**src/rtl/branch_resolve_unit.sv**
```systemverilog
// Decode-side branch resolver: evaluates conditions, drives registered redirect
// outputs and sequences wrong-path flushes. FLAG_BYPASS_EN forwards alu_flags.
module branch_resolve_unit #(
    parameter int FLUSH_CYCLES = 2
) (
    input  logic        clk,
    input  logic        reset,
    input  logic [15:0] instr,
    input  logic        instr_valid,
    input  logic        stall,
    input  logic [3:0]  alu_flags,
    input  logic        flags_we,
    input  logic [15:0] register_data_2,
    output logic [7:0]  cond_address,
    output logic [10:0] uncond_address,
    output logic [5:0]  link_address,
    output logic [15:0] reg_target,
    output logic [1:0]  branch_type,
    output logic        BrTaken,
    output logic        reg_branch,
    output logic        link_pc_we,
    output logic        flush_if,
    output logic        flush_id,
    output logic        stall_req
);

    typedef enum logic {
        IDLE,
        FLUSH
    } state_t;

    state_t     state;
    state_t     state_nx;
    logic [1:0] cnt;
    logic [1:0] cnt_nx;
    logic [3:0] flags;
    logic [3:0] eval_flags;
    logic       is_cond;
    logic       is_unc;
    logic       is_link;
    logic       is_reg;
    logic       is_br;
    logic [1:0] br_code;
    logic       cond_ok;
    logic       taken;
    logic       resolve;

    always_comb begin
        is_cond = (instr[15:12] == 4'b1100);
        is_unc  = (instr[15:11] == 5'b11010);
        is_link = (instr[15:11] == 5'b11011);
        is_reg  = (instr[15:11] == 5'b11100);
        is_br   = is_cond | is_unc | is_link | is_reg;
    end

    always_comb begin
        br_code = 2'b00;
        unique case (1'b1)
            is_unc:  br_code = 2'b01;
            is_link: br_code = 2'b10;
            is_reg:  br_code = 2'b11;
            default: br_code = 2'b00;
        endcase
    end

`ifdef FLAG_BYPASS_EN
    assign eval_flags = flags_we ? alu_flags : flags;
    assign stall_req  = 1'b0;
`else
    assign eval_flags = flags;
    // Flag write racing a conditional branch: hold decode until flags settle
    assign stall_req  = !reset && (state == IDLE) && instr_valid
                        && is_cond && flags_we;
`endif

    // eval_flags = {N,Z,C,V}
    always_comb begin
        cond_ok = 1'b0;
        unique case (instr[11:8])
            4'h0:    cond_ok = eval_flags[2];
            4'h1:    cond_ok = !eval_flags[2];
            4'h2:    cond_ok = eval_flags[3] ^ eval_flags[0];
            4'h3:    cond_ok = !(eval_flags[3] ^ eval_flags[0]);
            4'h4:    cond_ok = !eval_flags[1];
            4'h5:    cond_ok = eval_flags[1];
            4'h6:    cond_ok = eval_flags[3];
            4'hE:    cond_ok = 1'b1;
            default: cond_ok = 1'b0;
        endcase
    end

    assign taken   = is_cond ? cond_ok : is_br;
    assign resolve = (state == IDLE) && instr_valid && is_br
                     && !stall && !stall_req;

    always_comb begin
        state_nx = state;
        cnt_nx   = cnt;
        if (!stall) begin
            unique case (state)
                IDLE: begin
                    if (resolve && taken) begin
                        state_nx = FLUSH;
                        cnt_nx   = 2'(FLUSH_CYCLES);
                    end
                end
                FLUSH: begin
                    if (cnt <= 2'd1) begin
                        state_nx = IDLE;
                        cnt_nx   = 2'd0;
                    end else begin
                        cnt_nx = cnt - 2'd1;
                    end
                end
                default: state_nx = IDLE;
            endcase
        end
    end

    always_ff @(posedge clk) begin
        if (reset) begin
            state <= IDLE;
            cnt   <= 2'd0;
        end else begin
            state <= state_nx;
            cnt   <= cnt_nx;
        end
    end

    always_ff @(posedge clk) begin
        if (reset) begin
            flags <= 4'd0;
        end else if (flags_we && !stall) begin
            flags <= alu_flags;
        end
    end

    // Pulses clear every cycle so a stall never stretches them
    always_ff @(posedge clk) begin
        if (reset) begin
            cond_address   <= 8'd0;
            uncond_address <= 11'd0;
            link_address   <= 6'd0;
            reg_target     <= 16'd0;
            branch_type    <= 2'b00;
            BrTaken        <= 1'b0;
            reg_branch     <= 1'b0;
            link_pc_we     <= 1'b0;
        end else begin
            BrTaken    <= 1'b0;
            reg_branch <= 1'b0;
            link_pc_we <= 1'b0;
            if (resolve) begin
                branch_type <= br_code;
                BrTaken     <= taken;
                reg_branch  <= taken && is_reg;
                link_pc_we  <= taken && is_link;
                if (is_cond) cond_address <= instr[7:0];
                if (is_unc)  uncond_address <= instr[10:0];
                if (is_link) link_address <= instr[5:0];
                if (is_reg)  reg_target <= register_data_2;
            end
        end
    end

    assign flush_if = (state == FLUSH);
    assign flush_id = (state == FLUSH);

endmodule

```
**config.mk**
```make
export PLATFORM = sky130hd
export DESIGN_NAME = branch_resolve_unit
export DESIGN_NICKNAME = d
export VERILOG_FILES = /design/src/rtl/branch_resolve_unit.sv
export SDC_FILE = /design/constraint.sdc
export NUM_CORES = 1
export LEC_CHECK = 0
export BUFFER_PORTS_ARGS = -buffer_cell sky130_fd_sc_hd__buf_2
export CAP_MARGIN = 10
export CORE_MARGIN = 10
export CORE_UTILIZATION = 47
export DETAILED_ROUTE_END_ITERATION = 10
export PLACE_DENSITY = 0.9
export SYNTH_ARGS = -nofsm -noshare
export SYNTH_HDL_FRONTEND = slang
export SYNTH_SLANG_ARGS = --single-unit
```
**constraint.sdc**
```tcl
create_clock -name clk -period 1.98 [get_ports clk]
set_input_delay 0.099 -clock clk [delete_from_list [all_inputs] [get_ports clk]]
set_output_delay 0.099 -clock clk [all_outputs]
set_load 0.01 [all_outputs]
```
### Word level (Yosys, flattened, before mapping)

Cells that the tools add are included.

* memories kept: 0
* bits in read-only memories: 0
* bits in latches: 0
* memory bits (writable): 0
* bits of input ports: 41
* register bits: 53

* reduce and logical (&&, ||, !) cells: 25
* shift-type cells: 0
* multipliers: 0
* bitwise operators: 7
* add/sub/neg operators: 1
* magnitude comparators: 1
* equality and inequality tests: 12
* muxes and demuxes: 9
* div/mod/pow operators: 0

Operator list (number)
* $eq A5 B5 Y1 const B: 3
* $eq A4 B3 Y1 const B: 3
* $logic_and A1 B1 Y1: 12
* $reduce_and A2 Y1: 5
* $eq A4 B2 Y1 const B: 2
* $eq A4 B4 Y1 const B: 2
* $pmux W1 S8: 1
* $logic_not A1 Y1: 6
* $pmux W2 S3: 1
* $eq A4 B1 Y1 const B: 1
* $logic_not A4 Y1: 1
* $mux W2: 2
* $pmux W2 S2: 1
* $mux W1: 3
* $not A1 Y1: 3
* $or A1 B1 Y1: 3
* $le A2 B1 Y1 const B: 1
* $ne A2 B1 Y1 const B: 1
* $pmux W1 S2: 1
* $reduce_or A2 Y1: 1
* $sub A2 B1 Y2 const B: 1
* $xor A1 B1 Y1: 1

### Logic depth before layout (Yosys ltp)

Gate-level depths: netlist (run 1).

* depth after elaboration: 10
* gate-level depth with buffers: 8
* gate-level depth less buffers: 5

### Worst setup path after synthesis (run 1)

Ideal clock, no wire load.

* kind: reg-to-reg
* from: register state (netlist: flush_id)
* to: register uncond_address[0]
* setup time: 0.128 ns
* path slack: 0.292 ns
* arrival: 1.560 ns
* period minus slack after synthesis: 1.688 ns
* stages on the path, launching flop included: 6
* cell sequence: dfxtp_1 -> or3b_2 -> nor3_4 -> buf_6 -> mux2i_1 -> nor2_1

* longest elaborated chain between the ends: 8
* elaborated cells on any way between the ends: 11
* those cells by class: bitwise (1); reduce/logical (10)

Ends and longest elaborated chain
* from (decl): RTL line 32 `state_t state;`
* from (signal assigned): RTL line 125 `state <= state_nx;`
* $not A1 Y1 (*)
* $logic_and A1 B1 Y1 (2 in a row): RTL line 72 `assign stall_req = !reset && (state == IDLE) && instr_valid`
* $logic_and A1 B1 Y1 (2 in a row): RTL line 73 `&& is_cond && flags_we;`
* $logic_not A1 Y1: RTL line 94 `&& !stall && !stall_req;`
* $logic_and A1 B1 Y1 (*): RTL line 94
* $reduce_and A2 Y1 (no line) (*)
* to (signal assigned): RTL line 159 `if (is_unc) uncond_address <= instr[10:0];`
* to (decl): RTL line 15 `output logic [10:0] uncond_address,`

Mark *: on every way between the ends. The rest lies on a longest branch, timed or not.
A chain may end at the register's enable or synchronous reset.

### Worst setup path in the final report (run 1)

* from: register state (netlist: flush_id)
* to: register uncond_address[6]

The elaborated chain is that of the path after synthesis.

==> results of run 1 <==
==> how the worst min path moves through the flow <==
stage,to,startpoint,slack (ns),depth (start not counted)
global placement,eval_flags[3],alu_flags[3],0.33,3
finish,reg_target[8],register_data_2[8],0.02,3
detailed placement,reg_target[3],register_data_2[3],0.35,3
global route,reg_target[13],register_data_2[13],0.02,3
CTS,reg_target[3],register_data_2[3],0.01,3
floorplan,reg_target[0],register_data_2[0],0.23,2
==> final cells by class <==
cell class / instances / area share, %
inverters: 3 / 0.4261
repair buffers: 95 / 18.56
well taps: 52 / 2.462
clock inverters: 2 / 0.5208
flip-flops and latches: 53 / 40.15
clock buffers: 6 / 2.746
multi-input cells: 155 / 35.13
==> cells by family after synthesis <==
logic type | share of synthesized area (%)
and+or+nand+nor | 21.58
DFF | 50.84
AOI/OAI and AO/OA | 8.574
muxes | 13.91
buffers and inverters | 4.676
xor gates and xnor gates | 0.4197
==> worst register-to-register path, cell delays in order, from the launching register on <==
cell	delay, ns
dfxtp_1	0.32
or3b_2	0.54
nor3_4	0.17
buf_4	0.26
mux2i_1	0.22
nor2_1	0.06
==> cell usage in the layout (no fill, tap or decap), types with 2 or more instances in the layout <==
master	instances
buf_2	89
dfxtp_1	53
nand2_1	35
nor2_1	34
mux2i_1	29
a21oi_1	21
buf_4	6
clkbuf_8	5
o21ai_0	4
nand2b_1	4
nor3b_1	3
inv_1	3
or2_1	2
nor4b_1	2
nand3_1	2
==> cell usage after synthesis (2+ instances only) <==
| master | count | area, µm² |
|---|---|---|
| a21oi_1 | 21 | 105.1 |
| buf_4 | 2 | 15.01 |
| buf_6 | 4 | 45.04 |
| clkbuf_1 | 7 | 26.28 |
| dfxtp_1 | 53 | 1061 |
| inv_1 | 3 | 11.26 |
| mux2i_1 | 29 | 290.3 |
| nand2_1 | 35 | 131.4 |
| nand2b_1 | 4 | 25.02 |
| nand3_1 | 2 | 10.01 |
| nor2_1 | 34 | 127.6 |
| nor3b_1 | 3 | 22.52 |
| nor4b_1 | 2 | 17.52 |
| o21ai_0 | 4 | 20.02 |
| or2_1 | 2 | 12.51 |
==> flip-flops by register name (all words and copies together) (netlist names) <==
signal	cells
reg_branch	1
uncond_address	11
cond_address	8
cnt	2
link_address	6
link_pc_we	1
branch_type	2
eval_flags	4
BrTaken	1
reg_target	16
flush_id	1
==> routing by layer <==
metal	routed length (µm)	global-route usage, %	vias up	part of all wire (%)
li1	-	-	931	-
met1	2237	14.68	808	42
met2	2438	22.42	59	46
met3	593	7.974	4	11
met4	29	3.387	0	0.55
met5	0	0	-	0
==> power by group through the flow <==
| stage | Sequential [W] | Clock, W | Combinational, W |
|---|---|---|---|
| floorplan | 0.00111 | 0 | 0.0000628 |
| global placement | 0.00110 | 0 | 0.000125 |
| detailed placement | 0.00111 | 0 | 0.000128 |
| CTS | 0.00108 | 0.000618 | 0.000129 |
| global route | 0.00108 | 0.000651 | 0.000141 |
| finish | 0.00108 | 0.000602 | 0.000128 |
==> metrics by stage <==
stage               setup slack (ns)  util (%)  std cells  hold slack (ns)
floorplan                     0.2922         -        224           0.2350
global placement              0.3384     59.11        358           0.3348
detailed placement            0.2911     59.11        358           0.3454
CTS                           0.2664     61.11        366          0.01227
global route                  0.1298     61.11        366          0.01692
finish                        0.2771     61.11        366          0.01886
==> metrics, run 1 <==
outcome completed; first-pass GRT wire length 8487 µm; Final Setup Violations 0; largest net degree at the start of global routing 49; RR Startpoint flush_id; fill cell count 400; Max Cap Violations 0; gr ovfl total 0; residual DRC count 0; register area share after synthesis 50.84%; starting density of the core 48.26%; Die Y 86.64 µm; Post-DP Area 0.002556 mm²; Worst Setup EP uncond_address[6]; Cell Chain, Critical Path or3b_2, nor3_4, buf_4, mux2i_1, nor2_1; ys flop type dfxtp_1; width of the die 86.64 µm; sw power 0.0004240 W; critical path depth 5; synth unique cells 34; CTS Root Cell clkbuf_8; post-synthesis register bit count 53; Post-DRT Antenna Nets 0; WP data required 2.16 ns; RSZ-0062 raised after global routing false; clk_lat worst skew 0.30 ns; drt first pass iters 4; first-iteration detailed-routing DRC count 83; Syn Nets 265; cell family with most CP delay simple AND/OR/NAND/NOR gates; post-route total power 0.001810 W; critical path fanouts, max 12; Int Pwr 0.001386 W; Avg WL per Cell 14.48 µm; CP endpoint kind register; EDFF count, synth 0; setup_tns 0 ns; Mean Syn Cell Area 9.317 µm²; via count 1,802; Post-CTS Hold Buffers 0; io pins 90; internal reg-to-reg setup slack 0.28 ns; Area Overhead vs Synth 26.62%; gr usage total 13.64%; crit path kind reg2reg; CP max stage cell or3b_2; CTS Sinks 53; Die ar. 0.007506 mm²; arrival time at the worst endpoint 1.88 ns; diode count 0; nets@finish 354; max incr delay on CP 0.54 ns; post-cts resize count 0; Tightest Hold Check Type in2reg; vias in the first global route 1,853; Final Hold Fails 0; clock tree buffer depth 2; Final GP Congestion 0.7899; maximum vdd drop 481.8 µV; fmax 587.2 MHz; sw frac 23.42%; Post-synth ARST share 0%; # H-tree levels 2; P per Cell Area 685.1 mW/mm²; post-layout minimum cycle time 1.703 ns; Buf+Inv Stages, Crit Path 1; FF-to-FF End uncond_address[6]; CTS tree built; cts bufs inserted 5; Via density 4.923; number of post-CTS setup repair buffers 0; # rows 24; Core Region 0.004324 mm²; Yosys warnings 0; CTS clk-pin slew, worst paths 0.10 ns; Final Instance Area 0.002643 mm²; Static Leak 1.283 nW; Worst Tran Pin Value 0.5936 ns; Comb pwr share 7.1%; post-synthesis cell area 0.002087 mm²; clock skew 0.006840 ns; Post-Route WL 5299 µm; initial antenna violation count 0; share of cells above drive strength 1 34.39%; Tcrit/Tclk final 86.00%; Final HPWL DP 4106 µm; Slew headroom 60.43%; Worst R2R Path Depth 5; Worst setup SP type register; PortBufs 89; storage element area 0.001061 mm²; cell count after synthesis 224; Flop pwr share 59.7%; clock share of power 33.3%; Slew Limit Fails 0; multi-input logic area 928.4 µm²; Worst Setup SP flush_id
Note: power is estimated with default switching activity, not from simulation.
==> inputs of run 2 (changes only) <==
- ABC_AREA: not set -> 1
==> metrics, run 2 <==
P per Cell Area 676.9 mW/mm² (was 685.1 mW/mm²); width of the die 87.22 µm (was 86.64 µm); number of post-CTS setup repair buffers 0 (unchanged); Tightest Hold Check Type in2reg (unchanged); leading cell types in the layout, fill and taps excluded buf_2, nand2_1, dfxtp_1, nor2_1, a21oi_1 (was buf_2, dfxtp_1, nand2_1, nor2_1, mux2i_1); post-route total power 0.001820 W (was 0.001810 W); post-synth top area share 49.97% (was 50.84%); Core Region 0.004354 mm² (was 0.004324 mm²); most instantiated cells after synthesis nand2_1, dfxtp_1, nor2_1 (was dfxtp_1, nand2_1, nor2_1); outcome completed (unchanged); clk_lat worst skew 0.31 ns (was 0.30 ns); Post-CTS Hold Buffers 0 (unchanged); Worst R2R Path Depth 12 (was 5); hold path cells 3 (unchanged); gr usage total 15.27% (was 13.64%); CTS clk-pin slew, worst paths 0.10 ns (about the same); top cells by area, synth dfxtp_1, nand2_1, nor2_1 (was dfxtp_1, mux2i_1, nand2_1); Worst Tran Pin Value 0.4522 ns (was 0.5936 ns); Final Hold Fails 0 (unchanged); gr ovfl total 0 (unchanged); Post-DRT Antenna Nets 0 (unchanged); clock tree buffer depth 2 (unchanged); post-synthesis cell area 0.002123 mm² (was 0.002087 mm²); Largest regs reg_target (16), uncond_address (11), cond_address (8) (unchanged); Mean Syn Cell Area 7.347 µm² (was 9.317 µm²); CTS tree built (unchanged); largest net degree at the start of global routing 32 (was 49); Via density 4.984 (was 4.923); CP endpoint kind register (unchanged); Post-synth ARST share 0% (unchanged); PortBufs 89 (unchanged); internal reg-to-reg setup slack 0.32 ns (was 0.28 ns); Static Leak 1.277 nW (was 1.283 nW); Area Overhead vs Synth 26.64% (was 26.62%); setup_tns 0 ns (unchanged); most common cell after layout, fill and taps aside buf_2 (unchanged); FF-to-FF End link_address[4] (was uncond_address[6]); count leader, synth nand2_1 (was dfxtp_1); # rows 24 (unchanged); drt first pass iters 4 (unchanged); first-iteration detailed-routing DRC count 152 (was 83); nets@finish 418 (was 354); Hold Path Sink reg_target[11] (was reg_target[8]); clock skew 0.009610 ns (was 0.006840 ns); Final HPWL DP 4572 µm (was 4106 µm); diode count 0 (unchanged); cts bufs inserted 5 (unchanged); hold slack 0.05906 ns (was 0.01886 ns); Final Setup Violations 0 (unchanged); ys flop type dfxtp_1 (unchanged); min-delay src register_data_2[11] (was register_data_2[8]); DP Cell Count 422 (was 358); Die Y 87.22 µm (was 86.64 µm); Final GP Congestion 0.8299 (was 0.7899); Max Cap Violations 0 (unchanged); register area share after synthesis 49.97% (was 50.84%); Tcrit/Tclk final 83.90% (was 86.00%); WP data required 2.19 ns (was 2.16 ns); Slew Limit Fails 0 (unchanged); RR Startpoint flush_id (unchanged); Slew headroom 69.82% (was 60.43%); arrival time at the worst endpoint 1.87 ns (was 1.88 ns); Worst setup SP type register (unchanged); cell count after synthesis 289 (was 224); post-synthesis register bit count 53 (unchanged); Top reg by flops reg_target (unchanged); Die ar. 0.007606 mm² (was 0.007506 mm²); share of cells above drive strength 1 28.84% (was 34.39%); via count 2,143 (was 1,802); Yosys warnings 0 (unchanged); max FFs per register 16 (unchanged); post-layout minimum cycle time 1.661 ns (was 1.703 ns); fmax 602.0 MHz (was 587.2 MHz); CTS Sinks 53 (unchanged); Worst Setup SP flush_id (unchanged); RSZ-0062 raised after global routing false (unchanged); Post-Route WL 5818 µm (was 5299 µm); cell taking the most area after synthesis dfxtp_1 (unchanged); starting density of the core 48.76% (was 48.26%); first-pass GRT wire length 9604 µm (was 8487 µm); crit path kind reg2reg (unchanged); Avg WL per Cell 13.53 µm (was 14.48 µm); initial antenna violation count 0 (unchanged); EDFF count, synth 0 (unchanged); vias in the first global route 2,121 (was 1,853); Final Non-Filler Cells 430 (was 366); residual DRC count 0 (unchanged); io pins 90 (unchanged); maximum vdd drop 415.1 µV (was 481.8 µV); critical path fanouts, max 13 (was 12); # H-tree levels 2 (unchanged); post-cts resize count 0 (unchanged); synth unique cells 18 (was 34); Syn Nets 330 (was 265); CTS Root Cell clkbuf_8 (unchanged)
[run 2: worst max path at each step]
stage                     slack, ns               to  cells after the start
after floorplan                0.52  link_address[0]                     12
after global placement         0.48  link_address[5]                     12
after detailed placement       0.33  link_address[4]                     12
after CTS                      0.33  link_address[4]                     12
after global routing           0.09  link_address[4]                     12
final                          0.32  link_address[4]                     12
[run 2: per-layer routing]
layer	global-route usage, %	wire length (µm)
met5	0	0
met4	2.899	19
met3	8.052	626
met2	25.98	2764
met1	16.58	2409
[run 2: through the flow]
| step | instance area, µm² | utilization [%] | setup WS [ns] |
|---|---|---|---|
| final | 2689 | 61.75 | 0.3188 |
| after global routing | 2689 | 61.75 | 0.09089 |
| after CTS | 2689 | 61.75 | 0.3338 |
| after detailed placement | 2599 | 59.68 | 0.3341 |
| after global placement | 2599 | 59.68 | 0.4766 |
| after floorplan | 2123 | - | 0.5216 |
[run 2: cell type report]
class                   count  area [µm²]
fillers                   398        1665
flip-flops and latches     53        1061
multi-input cells         199       895.9
repair buffers             95       490.5
inverters                  23       86.33
clock buffers               5       68.82
well taps                  52       65.06
clock inverters             3       21.27
[run 2: cell families (layout without fill, tap and decap cells)]
| family | after synthesis | in the layout | synth area share (%) |
|---|---|---|---|
| simple gates | 142 | 142 | 28.64 |
| buf+inv | 37 | 126 | 7.837 |
| flops | 53 | 53 | 49.97 |
| compound gates | 57 | 57 | 13.55 |
[run 2: power breakdown]
part | total, W | internal [W] | switching, W
Clock | 0.000614 | 0.000252 | 0.000363
Sequential | 0.00108 | 0.00107 | 0.00000397
Combinational | 0.000129 | 0.0000510 | 0.0000780
Total | 0.00182 | 0.00138 | 0.000445
[run 2: critical path, stage by stage, from the launching register on]
cell	delay, ns
dfxtp_1	0.39
inv_1	0.10
nand2_1	0.08
nor3_1	0.05
nand2_1	0.07
nand2_1	0.06
nor2_2	0.10
buf_4	0.21
inv_2	0.08
nor2_4	0.15
inv_2	0.10
nor2_1	0.12
nor2_1	0.06
